`src/rtl/pll_cfg_if.sv`:
```
// PLL management-port bundle: write strobe, address, data and the slave stall.
//   master: drives cfg_write/cfg_address/cfg_data, samples cfg_waitrequest
//   slave : samples cfg_write/cfg_address/cfg_data, drives cfg_waitrequest
interface pll_cfg_if;
    localparam int unsigned ADDR_W = 6;
    localparam int unsigned DATA_W = 32;

    logic              cfg_write;
    logic [ADDR_W-1:0] cfg_address;
    logic [DATA_W-1:0] cfg_data;
    logic              cfg_waitrequest;

    modport master (
        output cfg_write,
        output cfg_address,
        output cfg_data,
        input  cfg_waitrequest
    );

    modport slave (
        input  cfg_write,
        input  cfg_address,
        input  cfg_data,
        output cfg_waitrequest
    );
endinterface

```
`src/rtl/pll_reconf_seq.sv`:
```
// Reprograms the system PLL with the six-write NTSC/PAL sequence whenever the
// synchronised standard select differs from the last applied standard, waits
// for re-lock with retries, and holds the console in reset while busy.
//   mgmt_clk, mgmt_reset : 50 MHz clock, synchronous active-high reset
//   pal, pll_locked      : asynchronous inputs, 2-flop synchronised
//   cfg                  : management write port (master side)
//   tv_reset, busy       : high in every non-idle state
//   error                : sticky, last sequence exhausted its retries
module pll_reconf_seq #(
    parameter int unsigned SETTLE       = 16,
    parameter int unsigned LOCK_TIMEOUT = 500000,
    parameter int unsigned RETRIES      = 2
) (
    input  logic          mgmt_clk,
    input  logic          mgmt_reset,
    input  logic          pal,
    input  logic          pll_locked,
    pll_cfg_if.master     cfg,
    output logic          tv_reset,
    output logic          busy,
    output logic          error
);
    localparam int unsigned CNT_W  = 24;
    localparam int unsigned IDX_W  = 3;
    localparam int unsigned TRY_W  = 3;
    localparam int unsigned ADDR_W = 6;
    localparam int unsigned DATA_W = 32;

    typedef enum logic [2:0] {
        S_IDLE,
        S_WRITE,
        S_GAP,
        S_SETTLE,
        S_LOCKWAIT
    } state_t;

    state_t             state, state_nxt;
    logic               pal_meta, pal_s;
    logic               lock_meta, lock_s;
    logic               cur_std, cur_std_nxt;
    logic               std_lat, std_lat_nxt;
    logic [IDX_W-1:0]   idx, idx_nxt;
    logic [TRY_W-1:0]   try_cnt, try_cnt_nxt;
    logic [CNT_W-1:0]   cnt, cnt_nxt;
    logic               err_q, err_nxt;
    logic               wr_q, wr_nxt;
    logic [ADDR_W-1:0]  addr_q, addr_nxt;
    logic [DATA_W-1:0]  data_q, data_nxt;
    logic               busy_q, busy_nxt;

    // Reconfiguration table: register address per step.
    function automatic logic [ADDR_W-1:0] tbl_addr(input logic [IDX_W-1:0] i);
        case (i)
            3'd0:    tbl_addr = 6'd0;
            3'd1:    tbl_addr = 6'd3;
            3'd2:    tbl_addr = 6'd4;
            3'd3:    tbl_addr = 6'd5;
            3'd4:    tbl_addr = 6'd7;
            default: tbl_addr = 6'd2;
        endcase
    endfunction

    // Reconfiguration table: write data per step; C0 and M fraction depend on standard.
    function automatic logic [DATA_W-1:0] tbl_data(input logic [IDX_W-1:0] i, input logic std);
        case (i)
            3'd1:    tbl_data = 32'h0001_0000;
            3'd2:    tbl_data = 32'h0000_0404;
            3'd3:    tbl_data = std ? 32'h0002_0504 : 32'h0000_0505;
            3'd4:    tbl_data = std ? 32'hA3D7_09E8 : 32'h9745_BF27;
            default: tbl_data = 32'h0000_0000;
        endcase
    endfunction

    // Two-flop synchronisers for the asynchronous inputs.
    always_ff @(posedge mgmt_clk) begin
        if (mgmt_reset) begin
            pal_meta  <= 1'b0;
            pal_s     <= 1'b0;
            lock_meta <= 1'b0;
            lock_s    <= 1'b0;
        end else begin
            pal_meta  <= pal;
            pal_s     <= pal_meta;
            lock_meta <= pll_locked;
            lock_s    <= lock_meta;
        end
    end

    // State and datapath registers.
    always_ff @(posedge mgmt_clk) begin
        if (mgmt_reset) begin
            state   <= S_IDLE;
            cur_std <= 1'b0;
            std_lat <= 1'b0;
            idx     <= '0;
            try_cnt <= '0;
            cnt     <= '0;
            err_q   <= 1'b0;
            wr_q    <= 1'b0;
            addr_q  <= '0;
            data_q  <= '0;
            busy_q  <= 1'b0;
        end else begin
            state   <= state_nxt;
            cur_std <= cur_std_nxt;
            std_lat <= std_lat_nxt;
            idx     <= idx_nxt;
            try_cnt <= try_cnt_nxt;
            cnt     <= cnt_nxt;
            err_q   <= err_nxt;
            wr_q    <= wr_nxt;
            addr_q  <= addr_nxt;
            data_q  <= data_nxt;
            busy_q  <= busy_nxt;
        end
    end

    // Next-state logic; outputs are derived from the next state so they register in step with it.
    always_comb begin
        state_nxt   = state;
        cur_std_nxt = cur_std;
        std_lat_nxt = std_lat;
        idx_nxt     = idx;
        try_cnt_nxt = try_cnt;
        cnt_nxt     = cnt;
        err_nxt     = err_q;
        addr_nxt    = addr_q;
        data_nxt    = data_q;

        case (state)
            S_IDLE: begin
                if (pal_s != cur_std) begin
                    std_lat_nxt = pal_s;
                    cur_std_nxt = pal_s;
                    idx_nxt     = '0;
                    try_cnt_nxt = '0;
                    err_nxt     = 1'b0;
                    state_nxt   = S_WRITE;
                end
            end
            S_WRITE: begin
                if (!cfg.cfg_waitrequest) begin
                    state_nxt = S_GAP;
                end
            end
            S_GAP: begin
                if (idx == IDX_W'(5)) begin
                    cnt_nxt   = CNT_W'(SETTLE - 1);
                    state_nxt = S_SETTLE;
                end else begin
                    idx_nxt   = IDX_W'(idx + 1'b1);
                    state_nxt = S_WRITE;
                end
            end
            S_SETTLE: begin
                if (cnt == '0) begin
                    cnt_nxt   = CNT_W'(LOCK_TIMEOUT - 1);
                    state_nxt = S_LOCKWAIT;
                end else begin
                    cnt_nxt = CNT_W'(cnt - 1'b1);
                end
            end
            S_LOCKWAIT: begin
                // Lock takes priority over a simultaneous expiry.
                if (lock_s) begin
                    state_nxt = S_IDLE;
                end else if (cnt == '0) begin
                    if (try_cnt < TRY_W'(RETRIES)) begin
                        try_cnt_nxt = TRY_W'(try_cnt + 1'b1);
                        idx_nxt     = '0;
                        state_nxt   = S_WRITE;
                    end else begin
                        err_nxt   = 1'b1;
                        state_nxt = S_IDLE;
                    end
                end else begin
                    cnt_nxt = CNT_W'(cnt - 1'b1);
                end
            end
            default: begin
                state_nxt = S_IDLE;
            end
        endcase

        wr_nxt   = (state_nxt == S_WRITE);
        busy_nxt = (state_nxt != S_IDLE);
        // Address/data only change when a write is presented, so they hold while stalled.
        if (state_nxt == S_WRITE) begin
            addr_nxt = tbl_addr(idx_nxt);
            data_nxt = tbl_data(idx_nxt, std_lat_nxt);
        end
    end

    assign cfg.cfg_write   = wr_q;
    assign cfg.cfg_address = addr_q;
    assign cfg.cfg_data    = data_q;
    assign busy            = busy_q;
    assign tv_reset        = busy_q;
    assign error           = err_q;
endmodule

```
`src/flat_wrapper.sv`:
```
// flat-port wrapper written by rule: the top's interface ports become plain ports
module pll_reconf_seq_flat 
#(
    parameter int unsigned SETTLE       = 16,
    parameter int unsigned LOCK_TIMEOUT = 500000,
    parameter int unsigned RETRIES      = 2
)
  (mgmt_clk, mgmt_reset, pal, pll_locked, tv_reset, busy, error, cfg_cfg_write, cfg_cfg_address, cfg_cfg_data, cfg_cfg_waitrequest);
  pll_cfg_if cfg_i ();
  input  logic mgmt_clk;
  input  logic mgmt_reset;
  input  logic pal;
  input  logic pll_locked;
  output logic tv_reset;
  output logic busy;
  output logic error;
  output wire logic [$bits(cfg_i.cfg_write)-1:0] cfg_cfg_write;
  output wire logic [$bits(cfg_i.cfg_address)-1:0] cfg_cfg_address;
  output wire logic [$bits(cfg_i.cfg_data)-1:0] cfg_cfg_data;
  input wire logic [$bits(cfg_i.cfg_waitrequest)-1:0] cfg_cfg_waitrequest;
  assign cfg_cfg_write = cfg_i.cfg_write;
  assign cfg_cfg_address = cfg_i.cfg_address;
  assign cfg_cfg_data = cfg_i.cfg_data;
  assign cfg_i.cfg_waitrequest = cfg_cfg_waitrequest;
  pll_reconf_seq #(.SETTLE(SETTLE), .LOCK_TIMEOUT(LOCK_TIMEOUT), .RETRIES(RETRIES)) u_core (.mgmt_clk(mgmt_clk), .mgmt_reset(mgmt_reset), .pal(pal), .pll_locked(pll_locked), .cfg(cfg_i), .tv_reset(tv_reset), .busy(busy), .error(error));
endmodule
```
`config.mk`:
```
export PLATFORM = sky130hd
export DESIGN_NAME = pll_reconf_seq_flat
export DESIGN_NICKNAME = d
export VERILOG_FILES = /design/src/rtl/pll_cfg_if.sv /design/src/rtl/pll_reconf_seq.sv /design/src/flat_wrapper.sv
export SDC_FILE = /design/constraint.sdc
export NUM_CORES = 1
export LEC_CHECK = 0
export BUFFER_PORTS_ARGS = -buffer_cell sky130_fd_sc_hd__buf_2
export CORE_MARGIN = 2
export CORE_UTILIZATION = 53
export CTS_BUF_LIST = sky130_fd_sc_hd__clkbuf_4
export DETAILED_ROUTE_END_ITERATION = 10
export MAX_ROUTING_LAYER = met4
export PLACE_DENSITY = 0.9
export SETUP_SLACK_MARGIN = 0.05
export SLEW_MARGIN = 20
export SYNTH_ARGS = -nofsm -noshare
export SYNTH_HDL_FRONTEND = slang
export SYNTH_SLANG_ARGS = --single-unit
export TNS_END_PERCENT = 20
```
`constraint.sdc`:
```
create_clock -name mgmt_clk -period 2.26 [get_ports mgmt_clk]
set_input_delay 0.226 -clock mgmt_clk [delete_from_list [all_inputs] [get_ports mgmt_clk]]
set_output_delay 0.226 -clock mgmt_clk [all_outputs]
set_load 0.005 [all_outputs]
```
==> metrics.txt, run 1 <==
status=complete, but fails checks; failing checks=DRC, setup timing; Syn. warnings=0; Starting Density=between 50 and 60%; skew final=between 10 and 15 ps; post-detail-place hpwl=~5000 microns; Worst Hold Class=input pin to flip-flop; initial antenna violation count=0; Reg2Reg Depth=10; maxcap violations=0; Placer Congestion=between 0.9 and 1; Mapped Area=about 2900 sq um; Flop pwr share=about half; Final Setup Violations=21; P_leak=around 1.5 nW; final period utilization=104%; CTS sink cnt=53; hold path start=pll_locked; WP data required=~2600 ps; Int Pwr=1.29 mW; Final Total Pwr=1.95 mW; Setup Total Neg Slack=-667 ps; first-pass GRT wire length=~12,000 microns; min cycle time layout=around 2300 ps; Mean Syn Cell Area=roughly 8.2 sq um; Clock Tree Root=clkbuf_4; DRT iter0 DRCs=503; crit start category=flip-flop; pin count of the biggest net entering global routing=36; Vias=~3,000; vias in the first global route=around 2,600; Slew @ Worst Pin=around 600 ps; # nets final=about 420; Worst Path Arrival=about 2700 ps; NetSw=approximately 0.66 mW; number of remaining DRC errors=1; Yosys reg bits=53; H-tree depth reported by CTS=2; Post-synth EDFFs=0; Yosys cell types=60; wirelength, routed=8830 microns; Slew Viols, Final=0; Post-DRT Antenna Nets=0; RSZ-0062 raised after global routing=yes; ys async rst share=0%; clk buf depth=2; total gr overflow=0; CTS tree=built; Die Y=about 78 microns; Clk pwr share=between 20% and 30%; worst skew pair latency=roughly 400 ps; cells after synthesis=355; synth top area cells=dfxtp_1 (37%), buf_4 (7.5%), nor2_1 (7.2%), a21oi_1 (4.7%), xor2_1 (4.5%); synth cell count leaders=nor2_1 (56), dfxtp_1 (53), buf_4 (29), a21oi_1 (27); core box area=between 5000 and 6000 sq um; crit end category=flip-flop; all-layer global routing usage=approximately a quarter; Sw Share=~34%; fmax=~0.43 GHz; Combinational Power Share=24.7%; Yosys top cell area share=36.5%; cell taking the most area after synthesis=dfxtp_1; critical path class=flip-flop to flip-flop; wire per inst=between 15 and 20 microns; fillers=370; clock slew at reported path FFs=between 150 and 200 ps; diodes inserted=0; Cell Pwr Density=between 500 and 600 nW/um^2; Std-Cell Rows=26; Worst setup startpoint=u_core.cnt[0]$_SDFFE_PP0P_; Area Overhead vs Synth=22.7%; Main synth FF type=dfxtp_1; critical path peak fanout=8; DR vias/cell=~6.3; die area=a little over 6000 sq um; sequential share of the synthesized area=36.5%; Final WS setup=-89.8 ps; Peak VDD IR=roughly 440 uV; launching point of the worst reg2reg path=u_core.cnt[0]$_SDFFE_PP0P_; final core utilization=around two thirds; proportion of layout cells with a drive suffix above 1=33.7%; First-pass DRT Iterations=11; Hold Vio Cnt, Final=0; Slew HR=between 50 and 60%; Port-buffer cells=37; hold depth=2; IO Pins=47; pre-CTS WS=-55.6 ps; die outline width=around 78 microns; count leader, synth=nor2_1; number of CTS-inserted buffers=5
==> state kept, by name, indices dropped and copies added (netlist names) <==
name                    flops
u_core.cnt                 24
u_core.cfg.cfg_data         8
u_core.cfg.cfg_address      3
u_core.idx                  3
u_core.state                3
u_core.try_cnt              3
u_core.busy                 1
u_core.cfg.cfg_write        1
u_core.cur_std              1
u_core.error                1
u_core.lock_meta            1
u_core.lock_s               1
u_core.pal_meta             1
u_core.pal_s                1
u_core.std_lat              1
==> stage by stage <==
stage	instances	hold WS [ps]	area (sq um)
final	479	26.9	3560
after floorplan	363	354	2970
after CTS	474	35.5	3350
after global routing	479	39.9	3560
after global placement	461	418	3210
after detailed placement	461	429	3210
==> metal layers <==
| layer | up-vias | global-route usage (%) | part of all wire, % |
|---|---|---|---|
| met2 | 247 | 41.2 | 46 |
| met1 | 1387 | 30.8 | 38 |
| met3 | 73 | 4.94 | 10 |
| li1 | 1318 | - | - |
| met5 | - | - | 0 |
| met4 | 0 | 10.4 | 5.5 |
==> worst paths after layout <==
kind / end / slack [ps]
worst min register to register: u_core.lock_s$_SDFF_PP0_ / 460
worst max-delay path: u_core.cnt[9]$_SDFFE_PP0P_ / -90
worst max register to register: u_core.cnt[9]$_SDFFE_PP0P_ / -90
worst min-delay path: u_core.lock_meta$_SDFF_PP0_ / 30
==> critical path, cell delays in order (launching register included) <==
cell and delay [ps]:
dfxtp_2 360, inv_2 70, ha_4 140, or3b_4 400
nor3b_2 230, and4_4 360, o22ai_4 150, buf_12 170
nand3_1 80, xor2_1 200, nor2_1 80
==> area by class of cell <==
type                            instances  area, sq um  area share, %
Sequential cell                        53         1070           30.0
Clock inverter                          3         21.3          0.597
Clock buffer                            5         37.5           1.05
Multi-Input combinational cell        255         1730           48.5
Inverter                               13         48.8           1.37
Timing Repair Buffer                   80          571           16.0
Tap cell                               70         87.6           2.46
==> cells in the final DEF, fill, tap and decap left out, drive strengths merged, types with 3 or more instances in the layout <==
cell type / Yosys / layout
nor2b: 6 / 6
a21oi: 28 / 28
xor2: 15 / 15
and2: 3 / 3
nand2b: 3 / 3
inv: 13 / 14
nand2: 18 / 18
dfxtp: 53 / 53
nand4b: 3 / 3
clkbuf: 9 / 7
nor3: 19 / 19
a31oi: 3 / 3
a211oi: 6 / 6
nand3b: 3 / 3
nand4: 6 / 6
buf: 33 / 78
nor2: 56 / 56
conb: 1 / 9
nand3: 13 / 13
or4: 3 / 3
a22oi: 3 / 3
nor4: 6 / 6
ha: 4 / 4
nor3b: 3 / 3
o21ai: 15 / 15
==> power groups by stage <==
stage	logic [mW]	clock network, mW	registers, mW
final	0.482	0.463	1.01
after global routing	0.513	0.484	1.01
after CTS	0.418	0.446	1.00
after detailed placement	0.387	0	1.02
after global placement	0.374	0	1.02
after floorplan	0.294	0	1.01
==> kinds of logic (layout without fill, tap and decap cells) <==
logic type               after synthesis  in the layout  share of synthesized area, %
AND/OR/NAND/NOR                      151            151                          27.6
AO/OA/AOI/OAI                         73             73                          16.8
flip-flops                            53             53                          36.5
XOR/XNOR                              17             17                          5.13
multiplexers                           1              1                         0.345
buffers and inverters                 55            101                          11.7
adder cells (fa/ha/maj)                4              4                          1.72
other                                  1              9                         0.129
==> timing repair <==
action                                  4_1_cts  5_1_grt
endpoints found under the setup margin       32       36
pin swaps                                     2       14
buffers inserted                              5        2
hold buffers                                  0        0
gates cloned                                  0        3
hold endpoints to repair                      0        0
gates resized for setup                      12       41
Note: power is estimated with default switching activity, not from simulation.
==> inputs of run 2 (changes only) <==
- RECOVER_POWER: default -> 25
==> run 2 against run 1 <==
  * Global-route usage unchanged
  * Sequential share of layout area up 0.063 points
  * Critical endpoint is now u_core.cnt[16]$_SDFFE_PP0P_
  * The flow still finishes with violations (DRC, setup timing)
  * Largest cell class unchanged
  * Maximum frequency about the same
==> metrics.txt, run 2 (synthesis gave the netlist of run 1 again) <==
Slew Viols, Final=0; DRT iter0 DRCs=roughly 530; Final WS setup=-88.3 ps; fmax=around 0.43 GHz; proportion of layout cells with a drive suffix above 1=between 30% and 40%; max reg flops=24; final period utilization=104%; hold_buf cts=0; Area Overhead vs Synth=22.4%; crit start category=flip-flop; most common cell after layout, fill and taps aside=nor2_1; number of remaining DRC errors=1; Reg2Reg Depth=10; fillers=374; CTS tree=built; GRT busiest layer=met2; Port-buffer cells=37; critical path's slowest cell=or3b_4; die outline width=~78 microns; Setup Total Neg Slack=-661 ps; Hold Slack=between 20 and 30 ps; wirelength, routed=8760 microns; clk buf depth=2; Vias=just over 3,000; initial antenna violation count=0; Slew @ Worst Pin=about 640 ps; Post-DRT Antenna Nets=0; Placer Congestion=about 0.95; Std-Cell Rows=26; First-pass DRT Iterations=11; DR vias/cell=approximately 6.3; hold depth=2; clock slew at reported path FFs=roughly 170 ps; critical path peak fanout=11; die area=6090 sq um; CTS sink cnt=53; skew final=8.11 ps; post-detail-place hpwl=~5000 microns; diodes inserted=0; Clock Tree Root=clkbuf_4; core box area=5200 sq um; number of CTS-inserted buffers=5; wire per inst=18.3 microns; all-layer global routing usage=around a quarter; placed instance count=between 400 and 500; P_leak=around 1.5 nW; IO Pins=47; final core utilization=between 60% and 70%; crit end category=flip-flop; status=complete, but fails checks; worst skew pair latency=around 400 ps; Cell Pwr Density=about 550 nW/um^2; Peak VDD IR=between 400 and 500 uV; failing checks=DRC, setup timing; WP data required=2600 ps; Slew HR=around 57%; met3 Usage GRT=4.94%; H-tree depth reported by CTS=2; Starting Density=approximately 56%; first-pass GRT wire length=12,100 microns; # nets final=between 400 and 500; Hold Vio Cnt, Final=0; RSZ-0062 raised after global routing=yes; Final Non-Filler Cells=479; most frequent cells in the layout=nor2_1 (54), dfxtp_1 (47), buf_4 (36); maxcap violations=0; GR Layer Usage met1=30.8%; Die Y=78.0 microns; Worst Path Arrival=approximately 2700 ps; grt met2 use=about two fifths; vias in the first global route=2,566; pin count of the biggest net entering global routing=36; Critical Path, Cell by Cell=inv_2 > ha_4 > or3b_4 > nor3b_2 > and4_4 > o22ai_4 > clkbuf_16 > o21ai_0 > a22oi_1 > nor2_1; Final Total Pwr=between 1.5 and 2 mW; critical path class=flip-flop to flip-flop; CP max stage delay=roughly 400 ps; min cycle time layout=2350 ps; Most flops, register=u_core.cnt; Final Setup Violations=20; total gr overflow=0; Worst Hold Class=input pin to flip-flop
run 2: cell types whose count changed in the layout (fill, tap and decap cells not counted):
cell	delta
buf_2	-6
clkbuf_1	+6
run 2: report_power, final:
group | leakage [nW] | internal [mW] | total, mW | switching, mW
Sequential | 0.433 | 0.972 | 1.01 | 0.0374
Combinational | 1.04 | 0.193 | 0.479 | 0.286
Clock | 0.0332 | 0.125 | 0.460 | 0.336
Total | 1.50 | 1.29 | 1.95 | 0.659
run 2: final timing paths:
check	start	to	slack, ps
hold reg to reg	u_core.lock_meta$_SDFF_PP0_	u_core.lock_s$_SDFF_PP0_	460
setup / recovery	u_core.cnt[0]$_SDFFE_PP0P_	u_core.cnt[16]$_SDFFE_PP0P_	-90
setup reg to reg	u_core.cnt[0]$_SDFFE_PP0P_	u_core.cnt[16]$_SDFFE_PP0P_	-90
hold / removal	pll_locked	u_core.lock_meta$_SDFF_PP0_	30
run 2: repair_timing:
item                       in CTS  in global routing
hold endpoints to repair        0                  0
gates cloned                    0                  3
setup buffers                   5                  2
gates resized for setup        12                 41
pin swaps                       2                 14
setup endpoints to repair      32                 36
run 2: cell type report:
class	instances	area (sq um)	share of cell area, %
well taps	70	87.6	2.46
repair buffers	80	563	15.8
flip-flops and latches	53	1070	30.0
inverters	13	48.8	1.37
clock inverters	3	21.3	0.598
clock buffers	5	37.5	1.06
multi-input cells	255	1730	48.6
run 2: per-layer routing:
layer	share of wire (%)	wire length (microns)	up-vias
met5	0	0	-
met4	5.4	471	0
met3	8.9	777	65
met2	47	4080	237
met1	39	3440	1417
li1	-	-	1316
run 2: worst max-delay path: cells and delay by family (launching register included):
kind                     cells  cell delay (ps)
flip-flops                   1              360
AND/OR/NAND/NOR              4             1100
AO/OA/AOI/OAI                3              410
adder cells (fa/ha/maj)      1              140
buffers and inverters        2              280
run 2: metrics by stage:
step,setup WS (ps),instance area (sq um)
6_report,-88.3,3560
4_1_cts,46.2,3350
3_5_place_dp,-55.6,3210
5_1_grt,-195,3560
2_1_floorplan,65.3,2970
3_3_place_gp,30.8,3210
